$ cat src/rtl/child_stream_collector_pkg.sv
// Shared types and helpers for the child stream fan-in levels.
package child_stream_pkg;

  localparam int NUM_CHILDREN_DEF = 10;
  localparam int DATA_W_DEF       = 32;

  typedef enum logic {ARB, LOCKED} coll_state_e;

  // Increment an index modulo n (n-1 wraps to 0).
  function automatic int next_idx(input int idx, input int n = NUM_CHILDREN_DEF);
    return (idx + 1 >= n) ? 0 : idx + 1;
  endfunction

endpackage

$ cat src/rtl/child_stream_collector_rr_pick_first.sv
// Rotating priority picker: first requester at or after ptr, wrapping.
// Purely combinational so it can be reused by other fan-in levels.
module rr_pick_first
  import child_stream_pkg::*;
#(
  parameter int N     = NUM_CHILDREN_DEF,
  parameter int SRC_W = $clog2(N)
) (
  input  logic [N-1:0]     req,
  input  logic [SRC_W-1:0] ptr,
  output logic [N-1:0]     grant,
  output logic [SRC_W-1:0] idx,
  output logic             any
);

  int tgt;

  // Walk offsets 0..N-1 from ptr and take the first asserted request.
  always_comb begin
    grant = '0;
    idx   = '0;
    any   = 1'b0;
    tgt   = 0;
    for (int k = 0; k < N; k++) begin
      tgt = int'(ptr) + k;
      if (tgt >= N) tgt = tgt - N;
      for (int i = 0; i < N; i++) begin
        if (!any && req[i] && (i == tgt)) begin
          any      = 1'b1;
          grant[i] = 1'b1;
          idx      = SRC_W'(i);
        end
      end
    end
  end

endmodule

$ cat src/rtl/child_stream_collector.sv
// N-to-1 packet-locking round-robin collector with a registered,
// source-tagged output stage and a saturating packet counter.
//
// state  | meaning
// ARB    | no packet in flight; round-robin from rr_ptr
// LOCKED | mid-packet; only lock_idx may be granted until its last beat
module child_stream_collector
  import child_stream_pkg::*;
#(
  parameter int NUM_CHILDREN = NUM_CHILDREN_DEF,
  parameter int DATA_W       = DATA_W_DEF,
  parameter int SRC_W        = $clog2(NUM_CHILDREN),
  parameter int CNT_W        = 16
) (
  input  logic                           clk,
  input  logic                           rst_n,
  input  logic [NUM_CHILDREN-1:0]        child_valid,
  input  logic [NUM_CHILDREN*DATA_W-1:0] child_data,
  input  logic [NUM_CHILDREN-1:0]        child_last,
  output logic [NUM_CHILDREN-1:0]        child_ready,
  output logic                           out_valid,
  output logic [DATA_W-1:0]              out_data,
  output logic [SRC_W-1:0]               out_src,
  output logic                           out_last,
  input  logic                           out_ready,
  output logic [CNT_W-1:0]               pkt_count,
  output logic                           busy
);

  coll_state_e             state_q, state_d;
  logic [SRC_W-1:0]        rr_ptr_q, rr_ptr_d;
  logic [SRC_W-1:0]        lock_idx_q, lock_idx_d;
  logic                    out_valid_q, out_valid_d;
  logic [DATA_W-1:0]       out_data_q, out_data_d;
  logic [SRC_W-1:0]        out_src_q, out_src_d;
  logic                    out_last_q, out_last_d;
  logic [CNT_W-1:0]        pkt_count_q, pkt_count_d;

  logic [NUM_CHILDREN-1:0] arb_grant, grant;
  logic [SRC_W-1:0]        arb_idx, sel_idx;
  logic                    arb_any;
  logic                    load_en, accept, sel_last;
  logic [DATA_W-1:0]       sel_data;

  rr_pick_first #(.N(NUM_CHILDREN), .SRC_W(SRC_W)) u_pick (
    .req   (child_valid),
    .ptr   (rr_ptr_q),
    .grant (arb_grant),
    .idx   (arb_idx),
    .any   (arb_any)
  );

  // Output stage can take a beat when empty or draining this cycle.
  assign load_en     = !out_valid_q || out_ready;
  assign child_ready = (rst_n && load_en) ? grant : '0;
  assign accept      = |child_ready;

  // Payload and last flag of the selected child.
  always_comb begin
    sel_data = '0;
    sel_last = 1'b0;
    for (int i = 0; i < NUM_CHILDREN; i++) begin
      if (sel_idx == SRC_W'(i)) begin
        sel_data = child_data[i*DATA_W +: DATA_W];
        sel_last = child_last[i];
      end
    end
  end

  // FSM state register.
  always_ff @(posedge clk or negedge rst_n) begin
    if (!rst_n) begin
      state_q    <= ARB;
      rr_ptr_q   <= '0;
      lock_idx_q <= '0;
    end else begin
      state_q    <= state_d;
      rr_ptr_q   <= rr_ptr_d;
      lock_idx_q <= lock_idx_d;
    end
  end

  // FSM next state: lock on a non-last beat, release and advance on last.
  always_comb begin
    state_d    = state_q;
    rr_ptr_d   = rr_ptr_q;
    lock_idx_d = lock_idx_q;
    if (accept) begin
      if (sel_last) begin
        state_d  = ARB;
        rr_ptr_d = SRC_W'(next_idx(int'(sel_idx), NUM_CHILDREN));
      end else begin
        state_d    = LOCKED;
        lock_idx_d = sel_idx;
      end
    end
  end

  // FSM outputs: which child may be granted in the current state.
  always_comb begin
    grant   = '0;
    sel_idx = arb_idx;
    case (state_q)
      ARB: begin
        if (arb_any) grant = arb_grant;
      end
      LOCKED: begin
        sel_idx = lock_idx_q;
        for (int i = 0; i < NUM_CHILDREN; i++) begin
          if (lock_idx_q == SRC_W'(i)) grant[i] = child_valid[i];
        end
      end
      default: ;
    endcase
  end

  // Output register and packet counter next values.
  always_comb begin
    out_valid_d = out_valid_q;
    out_data_d  = out_data_q;
    out_src_d   = out_src_q;
    out_last_d  = out_last_q;
    if (load_en) begin
      out_valid_d = accept;
      if (accept) begin
        out_data_d = sel_data;
        out_src_d  = sel_idx;
        out_last_d = sel_last;
      end
    end
    pkt_count_d = pkt_count_q;
    if (out_valid_q && out_ready && out_last_q && (pkt_count_q != {CNT_W{1'b1}}))
      pkt_count_d = pkt_count_q + 1'b1;
  end

  // Output register and packet counter state.
  always_ff @(posedge clk or negedge rst_n) begin
    if (!rst_n) begin
      out_valid_q <= 1'b0;
      out_data_q  <= '0;
      out_src_q   <= '0;
      out_last_q  <= 1'b0;
      pkt_count_q <= '0;
    end else begin
      out_valid_q <= out_valid_d;
      out_data_q  <= out_data_d;
      out_src_q   <= out_src_d;
      out_last_q  <= out_last_d;
      pkt_count_q <= pkt_count_d;
    end
  end

  assign out_valid = out_valid_q;
  assign out_data  = out_data_q;
  assign out_src   = out_src_q;
  assign out_last  = out_last_q;
  assign pkt_count = pkt_count_q;
  assign busy      = (state_q == LOCKED) || out_valid_q;

endmodule

$ cat config.mk
export PLATFORM = sky130hd
export DESIGN_NAME = child_stream_collector
export DESIGN_NICKNAME = d
export VERILOG_FILES = /design/src/rtl/child_stream_collector_pkg.sv /design/src/rtl/child_stream_collector_rr_pick_first.sv /design/src/rtl/child_stream_collector.sv
export SDC_FILE = /design/constraint.sdc
export NUM_CORES = 1
export LEC_CHECK = 0
export BUFFER_PORTS_ARGS = -buffer_cell sky130_fd_sc_hd__buf_4
export CAP_MARGIN = 25
export CORE_AREA = 2 2 156 158
export CTS_CLUSTER_SIZE = 8
export DETAILED_ROUTE_END_ITERATION = 7
export DIE_AREA = 0 0 158 160
export PLACE_DENSITY_LB_ADDON = 0.15
export SYNTH_ARGS = -nofsm -noshare
export SYNTH_HDL_FRONTEND = slang
export SYNTH_SLANG_ARGS = --single-unit
$ cat constraint.sdc
create_clock -name clk -period 10.3 [get_ports clk]
set_input_delay 2.06 -clock clk [delete_from_list [all_inputs] [get_ports clk]]
set_output_delay 2.06 -clock clk [all_outputs]
set_load 0.1 [all_outputs]
# Word level (Yosys, flattened, before mapping)
# Cells that the tools add are included.
# totals
register_bits	63
latchBits	0
mem_bits_rw	0
rom_bits	0
input_bits	343
out_inout_bits	65
word_cells	816
mem_count	0
# classes
add_sub_neg	21
mul	0
div_mod_pow	0
n_lt_le_gt_ge	11
n_eq_ne	109
shift	0
n_mux	344
bitwise	2
reduce_logical	321
# ops
op	n
== test 4 x 32 -> 1 bit, first input constant	40
== test 3 x 32 -> 1 bit, first input constant	20
== test 5 x 32 -> 1 bit, first input constant	20
two-way mux 32 bit	20
two-way mux 4 bit	94
== test 2 x 32 -> 1 bit, first input constant	10
zero test 32 bit	10
>= comparator 32 x 5 -> 1 bit, second input constant	9
subtractor 32 x 5 -> 32 bit, second input constant	9
two-way mux 1 bit	221
logical AND 1 bit	203
zero test 1 bit	100
== test 4 x 3 -> 1 bit, second input constant	8
adder 4 x 3 -> 5 bit, second input constant	4
two-way mux 10 bit	2
one-hot mux 10 bit (2 select lines)	1
adder 16 x 1 -> 16 bit, second input constant	1
== test 4 x 2 -> 1 bit, second input constant	4
== test 4 bit, second input constant	4
inequality test 16 bit, second input constant	1
two-way mux 3 bit	4
adder 4 x 1 -> 5 bit, second input constant	2
adder 4 x 2 -> 5 bit, second input constant	2
adder 4 x 4 -> 5 bit, second input constant	2
other kinds (10)	17

# Depth between registers and ports, before layout
# Gate-level depths: netlist (run 1).
# depth
depth_word	415
depth_mapped	36
mapped_depth_nobuf	27

# By module
# Synthesis (run 1) repeated with hierarchy kept, for this count alone.
# unflattened
hier_cells	1497
hier_area_um2	10575.1
# modules_own_cells
module	n_inst	cells_per_inst	area_each_um2	seq_area_each_um2
child_stream_collector	1	795	5824.3	1576.5
rr_pick_first	1	702	4750.8	0.0

# Least setup slack after synthesis (run 1)
# No wires, ideal clock.
# synth_timing
path_type	register to output
start	reg rr_ptr_q[0]
end	out child_ready[2]
arrival_ns	7.024
required_ns	8.240
path_slack_ns	1.216
stages_incl_launch_ff	24
n_path_buf	9
path_cell_list	dfrtp_1 buf_4 buf_2 inv_1 clkbuf_1 clkbuf_1 ha_1 clkbuf_1 clkbuf_1 o21ai_0 ha_1 clkbuf_1 inv_1 a221oi_1 nor3_1 o32a_1 nand3_1 and4b_1 clkbuf_1 nand4_1 buf_4 o2111ai_2 a311oi_2 a211oi_1
# synth_lines
item	line	source
start, declared	child_stream_collector.sv:31	logic [SRC_W-1:0] rr_ptr_q, rr_ptr_d;
start signal, assigned	child_stream_collector.sv:78	rr_ptr_q <= rr_ptr_d;
end, declared	child_stream_collector.sv:20	output logic [NUM_CHILDREN-1:0] child_ready,

==> impl_metrics.py, run 1 <==
metrics = {
    "run_status": {
        "status": "finished clean",
    },
    "route": {
        "drt_first_pass_iters": 6,
        "routedWlPerCell_um": 28.49,
        "vias_per_cell": 6.882,
        "route.detailed.drc": 0,
        "wirelength_um": 58650,
        "drtIter0Drc": 1796,
        "routed-via-count": 14170,
        "ant_nets": 0,
    },
    "worst_setup_path": {
        "critPathArrivalTime_ps": 8870,
        "path_buf_inv": 3,
        "endpoint_kind": "register",
        "worst_path_max_delay_cell": "dfrtp_2",
        "start_kind": "register",
        "path_class": "register to register",
        "slowest_delay_ps": 870,
        "cpLargestDelayFamily": "simple AND/OR/NAND/NOR gates",
        "path_max_fanout": 36,
        "cp_common_cell": "ha_1",
        "required_ps": 10560,
    },
    "finish": {
        "stdcell_area_um2": 14540,
        "area_delta_synth_final_pct": 31.85,
        "mostFrequentLayoutCells": "buf_4, nand2_1, nor2_1",
        "drive_gt1_share_pct": 35.70,
        "fin_nets": 2111,
        "final_common_cell": "buf_4",
        "final_core_util_pct": 61.04,
    },
    "logic_synthesis": {
        "synth_seq_cells": 63,
        "synth_cell_types": 116,
        "synth.avg_cell_area_um2": 7.899,
        "ys_async_sr_fraction_pct": 100.0,
        "synth-edff-count": 0,
        "syn_inst": 1396,
        "synthesis.area_um2": 11030,
        "synth_seq_area_share_pct": 14.30,
        "yosys_most_used_dff": "dfrtp_1",
        "ys_warn_count": 0,
        "syn-num-nets": 1778,
    },
    "floorplan": {
        "coreArea_um2": 23820,
        "die_area_um2": 25280,
        "dieHeight_um": 160,
        "start_util_pct": 46.29,
        "pin_count": 408,
        "rows": 57,
        "die_w_um": 158,
    },
    "sta": {
        "fin_skew_ps": 4.451,
        "fmax_mhz": 116.0,
        "fin_crit_sh_pct": 83.68,
        "setup_viol": 0,
        "tns_ps": 0,
        "hold_viol": 0,
        "worstMarginPinSlew_ps": 985.1,
        "maxSlewHeadroom_pct": 33.86,
        "slew_violations": 0,
        "post-route-min-period_ps": 8619,
        "rsz0062_at_grt": "no",
    },
    "placement": {
        "dp_hpwl_um": 47070,
        "place_area_um2": 14210,
        "port_buffers": 407,
        "gp_congestion": 1.142,
    },
    "global_route": {
        "grt_pass1_wl_um": 84480,
        "antenna_found_initial": 1,
        "grt_max_degree": 80,
        "grt_use_total_pct": 44.69,
        "grt_overflow": 0,
        "grt_pass1_vias": 13420,
    },
    "clock_tree": {
        "cts_tree": "done",
        "clock-sinks": 63,
        "numCtsBuffers": 9,
        "path_clk_slew_ps": 60,
        "clk_latency_ps": 340,
        "cts_root_buf": "clkbuf_16",
        "clockBufferDepth": 2,
        "cts_hold_buf": 0,
        "cts_resized": 0,
        "cts_setup_buffers": 0,
        "htreeDepth": 3,
    },
    "job": {
        "max-cap-violations": 0,
    },
    "hold_path": {
        "holdCritPathClass": "register to register",
    },
}
==> tightest hold or removal path: stages, from the launching register on <==
cell and delay, ps:
dfrtp_1 340, nand2_1 50, o21ai_1 60
==> worst paths after layout <==
path	from	endpoint	slack [ps]	cells past startpoint
min in group asynchronous	rst_n	pkt_count[2]	1960	2
worst max-delay path	rr_ptr_q[0]	out_data[4]	1680	26
max in group asynchronous	rst_n	rr_ptr_q[0]	7740	2
worst min register to register	out_data[16]	out_data[16]	500	2
worst max register to register	rr_ptr_q[0]	out_data[4]	1680	26
worst min-delay path	out_data[16]	out_data[16]	500	2
==> through the flow <==
stage          hold WS [ps]  setup slack [ps]  std cells
2_1_floorplan         573.7              1216       1396
3_3_place_gp          462.2              2208       2041
3_5_place_dp          479.0              1950       2041
4_1_cts               491.1              1915       2057
5_1_grt               513.0              1169       2058
6_report              495.5              1681       2059
==> synthesized netlist by cell type (8+ instances only) <==
library cell,n,share of area (%)
a21o_1,12,0.82
ha_1,38,4.3
and2_1,13,0.74
buf_4,9,0.61
nand2b_1,21,1.2
nor4_1,12,0.68
a21oi_1,76,3.4
inv_1,36,1.2
a32o_1,8,0.73
buf_6,12,1.2
nand4_1,18,1.0
o22ai_1,39,2.2
o2111ai_1,11,0.87
o211ai_1,10,0.68
a221oi_1,35,2.8
and3_1,45,2.6
a31oi_1,14,0.79
o21ai_0,82,3.7
nand3b_1,11,0.75
o31ai_1,10,0.68
mux2i_1,43,3.9
nor2_1,83,2.8
o31ai_2,29,3.3
clkbuf_1,62,2.1
buf_2,35,1.6
nor3_1,41,1.9
nand3_1,44,2.0
nand2_1,105,3.6
a221o_1,35,3.2
nor3b_1,10,0.68
a211oi_2,61,6.9
dfrtp_1,63,14
a211o_1,9,0.71
nor2b_1,19,1.1
xnor2_1,18,1.4
a211oi_1,15,1.0
==> layer usage <==
metal	global-route usage, %	up-vias	part of all wire, %
li1	-	6221	-
met1	55.58	6806	37
met2	67.37	952	43
met3	8.602	191	10
met4	34.81	0	9.4
met5	0	-	0
==> flip-flops by register name, indices dropped and copies added (netlist names) <==
register	flops
pkt_count	16
rr_ptr_q	4
out_valid	1
state_q	1
out_data	32
out_src	4
out_last	1
lock_idx_q	4
==> kinds of logic after synthesis <==
family	synth area share, %
adder cells (fa/ha/maj)	4.493
flip-flops	14.30
AO/OA/AOI/OAI	42.72
multiplexers	5.061
AND/OR/NAND/NOR	24.23
XOR/XNOR	2.269
buffers and inverters	6.933
==> final cells by class <==
class	count	area [um2]
fillers	2200	9281
multi-input cells	1174	8738
repair buffers	444	3378
flip-flops and latches	63	1578
well taps	324	405.4
clock buffers	9	225.2
inverters	37	138.9
clock inverters	7	72.57
diodes	1	2.502
Power of run 1 is not shown: default switching activity piles up to over one toggle a cycle in this logic, so the estimate is an artifact.
==> run 2, diff against run 1 <==
--- a/config.mk
+++ b/config.mk
@@ -7,10 +7,10 @@
 export LEC_CHECK = 0
 export BUFFER_PORTS_ARGS = -buffer_cell sky130_fd_sc_hd__buf_4
 export CAP_MARGIN = 25
-export CORE_AREA = 2 2 156 158
+export CORE_AREA = 2 2 157 159
 export CTS_CLUSTER_SIZE = 8
 export DETAILED_ROUTE_END_ITERATION = 7
-export DIE_AREA = 0 0 158 160
+export DIE_AREA = 0 0 159 161
 export PLACE_DENSITY_LB_ADDON = 0.15
 export SYNTH_ARGS = -nofsm -noshare
 export SYNTH_HDL_FRONTEND = slang
==> constraint.sdc (replaced) <==
create_clock -name clk -period 7.13 [get_ports clk]
set_input_delay 1.426 -clock clk [delete_from_list [all_inputs] [get_ports clk]]
set_output_delay 1.426 -clock clk [all_outputs]
set_load 0.1 [all_outputs]
==> run 2 against run 1 <==
Effect of this change: flip-flop and latch count stayed put; sequential share of layout area fell by 0.64 points; register-to-register slack got worse by 1500 ps; first-iteration DRC count rose by 17%; wire length up 8.9%; critical endpoint is now out_data[25]; core utilization is 3.5 points higher; clock skew up 4.9 ps; non-clock buffer count grew 94; count of clock-buffer cells in the layout grew 4.
==> impl_metrics.py, run 2 (synthesized netlist as in run 1, its figures left out) <==
metrics = {
    "placement": {
        "pre_cts_slack_ps": 234.5,
        "port_buffers": 407,
        "gp_congestion": 1.085,
        "dp_hpwl_um": 51940,
        "place_area_um2": 14980,
    },
    "floorplan": {
        "coreArea_um2": 23960,
        "pin_count": 408,
        "dieHeight_um": 161,
        "die_area_um2": 25600,
        "start_util_pct": 46.02,
        "rows": 57,
        "die_w_um": 159,
    },
    "worst_setup_path": {
        "path_max_fanout": 49,
        "critPathArrivalTime_ps": 7150,
        "path_class": "register to register",
        "start_kind": "register",
        "endpoint_kind": "register",
        "reg2regPathDepth": 27,
        "required_ps": 7360,
    },
    "finish": {
        "fin_nets": 2205,
        "stdcell_area_um2": 15470,
        "drive_gt1_share_pct": 40.15,
        "regArea_um2": 1580,
        "largest_reg_flops": 32,
        "fillerInstances": 2092,
        "area_delta_synth_final_pct": 40.32,
        "final_common_cell": "buf_4",
        "mostFrequentLayoutCells": "buf_4, nand2_1, nor2_1",
        "multi_input_area_um2": 8856,
    },
    "hold_path": {
        "hold_path_depth": 2,
        "holdCritPathClass": "register to register",
    },
    "route": {
        "route.detailed.drc": 0,
        "routedWlPerCell_um": 29.55,
        "vias_per_cell": 6.918,
        "wirelength_um": 63850,
        "ant_nets": 0,
        "routed-via-count": 14950,
        "drtIter0Drc": 2102,
        "drt_first_pass_iters": 6,
    },
    "sta": {
        "fin_skew_ps": 9.333,
        "worstMarginPinSlew_ps": 972.6,
        "post-route-min-period_ps": 6928,
        "fmax_mhz": 144.4,
        "hold_viol": 0,
        "fin_ws_ps": 202.4,
        "tns_ps": 0,
        "setup_viol": 0,
        "slew_violations": 0,
        "fin_crit_sh_pct": 97.16,
        "maxSlewHeadroom_pct": 34.13,
    },
    "global_route": {
        "antenna_found_initial": 14,
        "grt_overflow": 0,
        "grt_use_total_pct": 47.44,
        "grt_pass1_wl_um": 91030,
        "grt_max_degree": 75,
        "grt_pass1_vias": 13710,
    },
    "run_status": {
        "status": "finished clean",
    },
    "clock_tree": {
        "numCtsBuffers": 9,
        "cts_tree": "done",
        "clock-sinks": 63,
        "clk_latency_ps": 350,
        "htreeDepth": 3,
        "cts_root_buf": "clkbuf_16",
        "clockBufferDepth": 2,
        "path_clk_slew_ps": 60,
    },
    "job": {
        "max-cap-violations": 0,
    },
}
==> run 2: cell count changes in the layout (fill, tap and decap cells not counted), moves of 3 or more <==
cell      before  now
buf_4        441  526
buf_12         2   10
clkbuf_1       0    3
diode_2        1    9
==> run 2: final cells by class <==
cell class | instances | area share (%)
Antenna cell | 9 | 0.1456
Clock buffer | 13 | 1.617
Clock inverter | 3 | 0.2830
Inverter | 37 | 0.9219
Multi-Input combinational cell | 1174 | 57.24
Sequential cell | 63 | 10.21
Tap cell | 324 | 2.620
Timing Repair Buffer | 538 | 26.96
==> run 2: worst max-delay path, cell delays in order (launching register included) <==
cell	delay, ps
dfrtp_2	450
buf_4	340
ha_1	340
fa_1	490
nor2b_1	160
a32o_1	360
o211ai_1	140
o2111ai_1	320
a41o_1	380
a311oi_4	510
nand2_2	160
buf_4	190
o41ai_1	330
a31oi_1	230
o2111ai_1	210
o21a_1	190
inv_1	60
buf_4	130
ha_1	200
nor2b_4	150
buf_12	180
a221o_1	310
o21ai_0	80
nor2_1	60
a21oi_1	310
a211oi_2	160
a211oi_2	240
o31ai_2	70
==> run 2: worst paths after layout <==
path	start	end	slack [ps]
setup / recovery	rr_ptr_q[2]	out_data[25]	200
hold / removal	out_src[3]	out_src[3]	480
setup reg to reg	rr_ptr_q[2]	out_data[25]	200
hold reg to reg	out_src[3]	out_src[3]	480
max in group asynchronous	rst_n	rr_ptr_q[2]	5070
min in group asynchronous	rst_n	lock_idx_q[2]	1350
==> run 2: stage by stage <==
step / util [%] / instances / hold slack (ps)
2_1_floorplan: - / 1396 / 573.7
3_3_place_gp: 62.52 / 2127 / 464.9
4_1_cts: 63.74 / 2143 / 482.4
3_5_place_dp: 62.52 / 2127 / 468.3
6_report: 64.57 / 2161 / 483.3
5_1_grt: 64.48 / 2153 / 510.3
==> run 2: metal layers <==
metal	GRT usage (%)	share of wire, %	vias to the layer above
li1	-	-	6426
met1	56.24	36	7105
met2	71.70	43	1184
met3	21.78	15	224
met4	25.50	6.2	10
met5	0	0.12	-
==> run 2: repair_timing <==
action / CTS / global route
setup buffers: 0 / 8
gates resized for setup: 0 / 24
hold buffers: 0 / 0
endpoints found under the setup margin: 0 / 48
Power of run 2 is left out for the same reason.
==> run 3, diff against run 2 <==
==> constraint.sdc (replaced) <==
create_clock -name clk -period 7.13 [get_ports clk]
set_input_delay 0.3565 -clock clk [delete_from_list [all_inputs] [get_ports clk]]
set_output_delay 0.3565 -clock clk [all_outputs]
set_load 0.1 [all_outputs]
==> run 3 against run 2 <==
Effect of this change: the flow now finishes with violations (design-rule violations); critical endpoint is now out_data[10]; count of clock-buffer cells in the layout decreased by 3; cell area barely moved; register-to-register slack improved by 20 ps; via count increased by 1.2%; setup slack gained 21 ps; clock skew is 2.3 ps higher; first-iteration DRC count grew 13%; wire length rose by 1.4%; fmax grew 0.30%.
==> impl_metrics.py, run 3 (synthesized netlist as in run 1, its figures left out) <==
metrics = {
    "job": {
        "max-cap-violations": 0,
    },
    "sta": {
        "slew_violations": 0,
        "maxSlewHeadroom_pct": 41.04,
        "post-route-min-period_ps": 6907,
        "fin_skew_ps": 11.64,
        "fmax_mhz": 144.8,
        "worstMarginPinSlew_ps": 884.4,
        "setup_viol": 0,
        "hold_viol": 0,
        "fin_crit_sh_pct": 96.87,
    },
    "finish": {
        "final_core_util_pct": 64.51,
        "drive_gt1_share_pct": 40.07,
        "area_delta_synth_final_pct": 40.18,
        "fin_nets": 2184,
        "mostFrequentLayoutCells": "buf_4, nand2_1, nor2_1",
        "final_common_cell": "buf_4",
        "fillerInstances": 2132,
        "largest_reg_flops": 32,
    },
    "worst_setup_path": {
        "start_kind": "register",
        "path_class": "register to register",
        "reg2reg_to": "out_data[10]",
        "reg2reg_slack_ps": 220,
        "endpoint_kind": "register",
        "reg2reg_from": "rr_ptr_q[1]",
        "path_max_fanout": 15,
        "worst_path_max_delay_cell": "dfrtp_2",
        "required_ps": 7360,
        "slowest_delay_ps": 450,
        "critPathArrivalTime_ps": 7130,
        "reg2regPathDepth": 28,
    },
    "global_route": {
        "grt_overflow": 0,
        "grt_pass1_wl_um": 92140,
        "grt_pass1_vias": 14010,
        "grt_use_total_pct": 47.84,
        "grt_max_degree": 78,
        "antenna_found_initial": 9,
    },
    "route": {
        "routed-via-count": 15130,
        "drtIter0Drc": 2374,
        "ant_nets": 0,
        "routedWlPerCell_um": 30.28,
        "vias_per_cell": 7.080,
        "drt_first_pass_iters": 8,
        "wirelength_um": 64710,
        "route.detailed.drc": 16,
    },
    "run_status": {
        "violations": "design-rule violations",
        "status": "finished with violations",
    },
    "floorplan": {
        "coreArea_um2": 23960,
        "die_w_um": 159,
        "start_util_pct": 46.02,
        "rows": 57,
        "pin_count": 408,
        "dieHeight_um": 161,
        "die_area_um2": 25600,
    },
    "clock_tree": {
        "clockBufferDepth": 2,
        "clock-sinks": 63,
        "path_clk_slew_ps": 60,
        "clk_latency_ps": 340,
        "cts_tree": "done",
        "htreeDepth": 3,
        "cts_root_buf": "clkbuf_16",
        "numCtsBuffers": 9,
    },
    "placement": {
        "dp_hpwl_um": 52390,
        "gp_congestion": 1.122,
        "port_buffers": 407,
    },
    "hold_path": {
        "holdCritPathClass": "primary input to async pin",
    },
}
## run 3: changes by cell type in the layout (fill, tap and decap cells not counted), sizes merged
cell      before  now
diode          9    6
clkinv         2    0
clkinvlp       1    4
buf          538  516
bufinv         1    2
inv           36   37
clkbuf        13   11
## run 3: how the worst max path moves through the flow
stage | start | to | slack, ps | cells past startpoint
6_report | rr_ptr_q[1] | out_data[10] | 220 | 28
3_5_place_dp | rr_ptr_q[1] | out_data[25] | 180 | 28
3_3_place_gp | rr_ptr_q[1] | out_data[23] | 290 | 28
5_1_grt | rr_ptr_q[1] | rr_ptr_q[1] | -10 | 30
4_1_cts | rr_ptr_q[1] | out_data[25] | 110 | 28
2_1_floorplan | rr_ptr_q[0] | rr_ptr_q[3] | 30 | 33
## run 3: repair_timing
item,CTS,global route
gates resized for setup,0,40
setup buffers,0,15
setup endpoints to repair,0,42
hold buffers,0,0
## run 3: per-layer routing
layer	up-vias	routed length (um)	GRT usage, %
met5	-	46	0
met4	8	4411	28.10
met3	260	10060	19.88
met2	1346	27200	70.75
met1	7145	23000	58.34
li1	6372	-	-
## run 3: cell type report
cell class	count	area [um2]	share of cell area, %
Multi-Input combinational cell	1174	8936	57.81
Timing Repair Buffer	517	4049	26.19
Sequential cell	63	1579	10.22
Tap cell	324	405.4	2.623
Clock buffer	10	239.0	1.546
Inverter	37	142.6	0.9228
Clock inverter	6	91.34	0.5909
Antenna cell	6	15.01	0.09713
## run 3: stage by stage
stage | hold WS [ps] | setup WS, ps | cells | setup TNS (ps) | cell area, um2
finish | 320.2 | 223.1 | 2137 | 0 | 15460
global route | 360.9 | -14.57 | 2131 | -44.97 | 15440
CTS | 336.0 | 106.4 | 2115 | 0 | 15120
detailed placement | 465.6 | 180.6 | 2099 | 0 | 14790
global placement | 464.7 | 293.5 | 2099 | 0 | 14790
floorplan | 60.91 | 26.38 | 1396 | 0 | 11060
## run 3: critical path: cells and delay by family (launching register included)
| family | cells | cell delay, ps |
|---|---|---|
| simple gates | 7 | 1690 |
| flops | 1 | 450 |
| fa+ha+maj | 3 | 710 |
| compound gates | 14 | 3100 |
| buf+inv | 4 | 850 |
Power of run 3 is left out for the same reason.
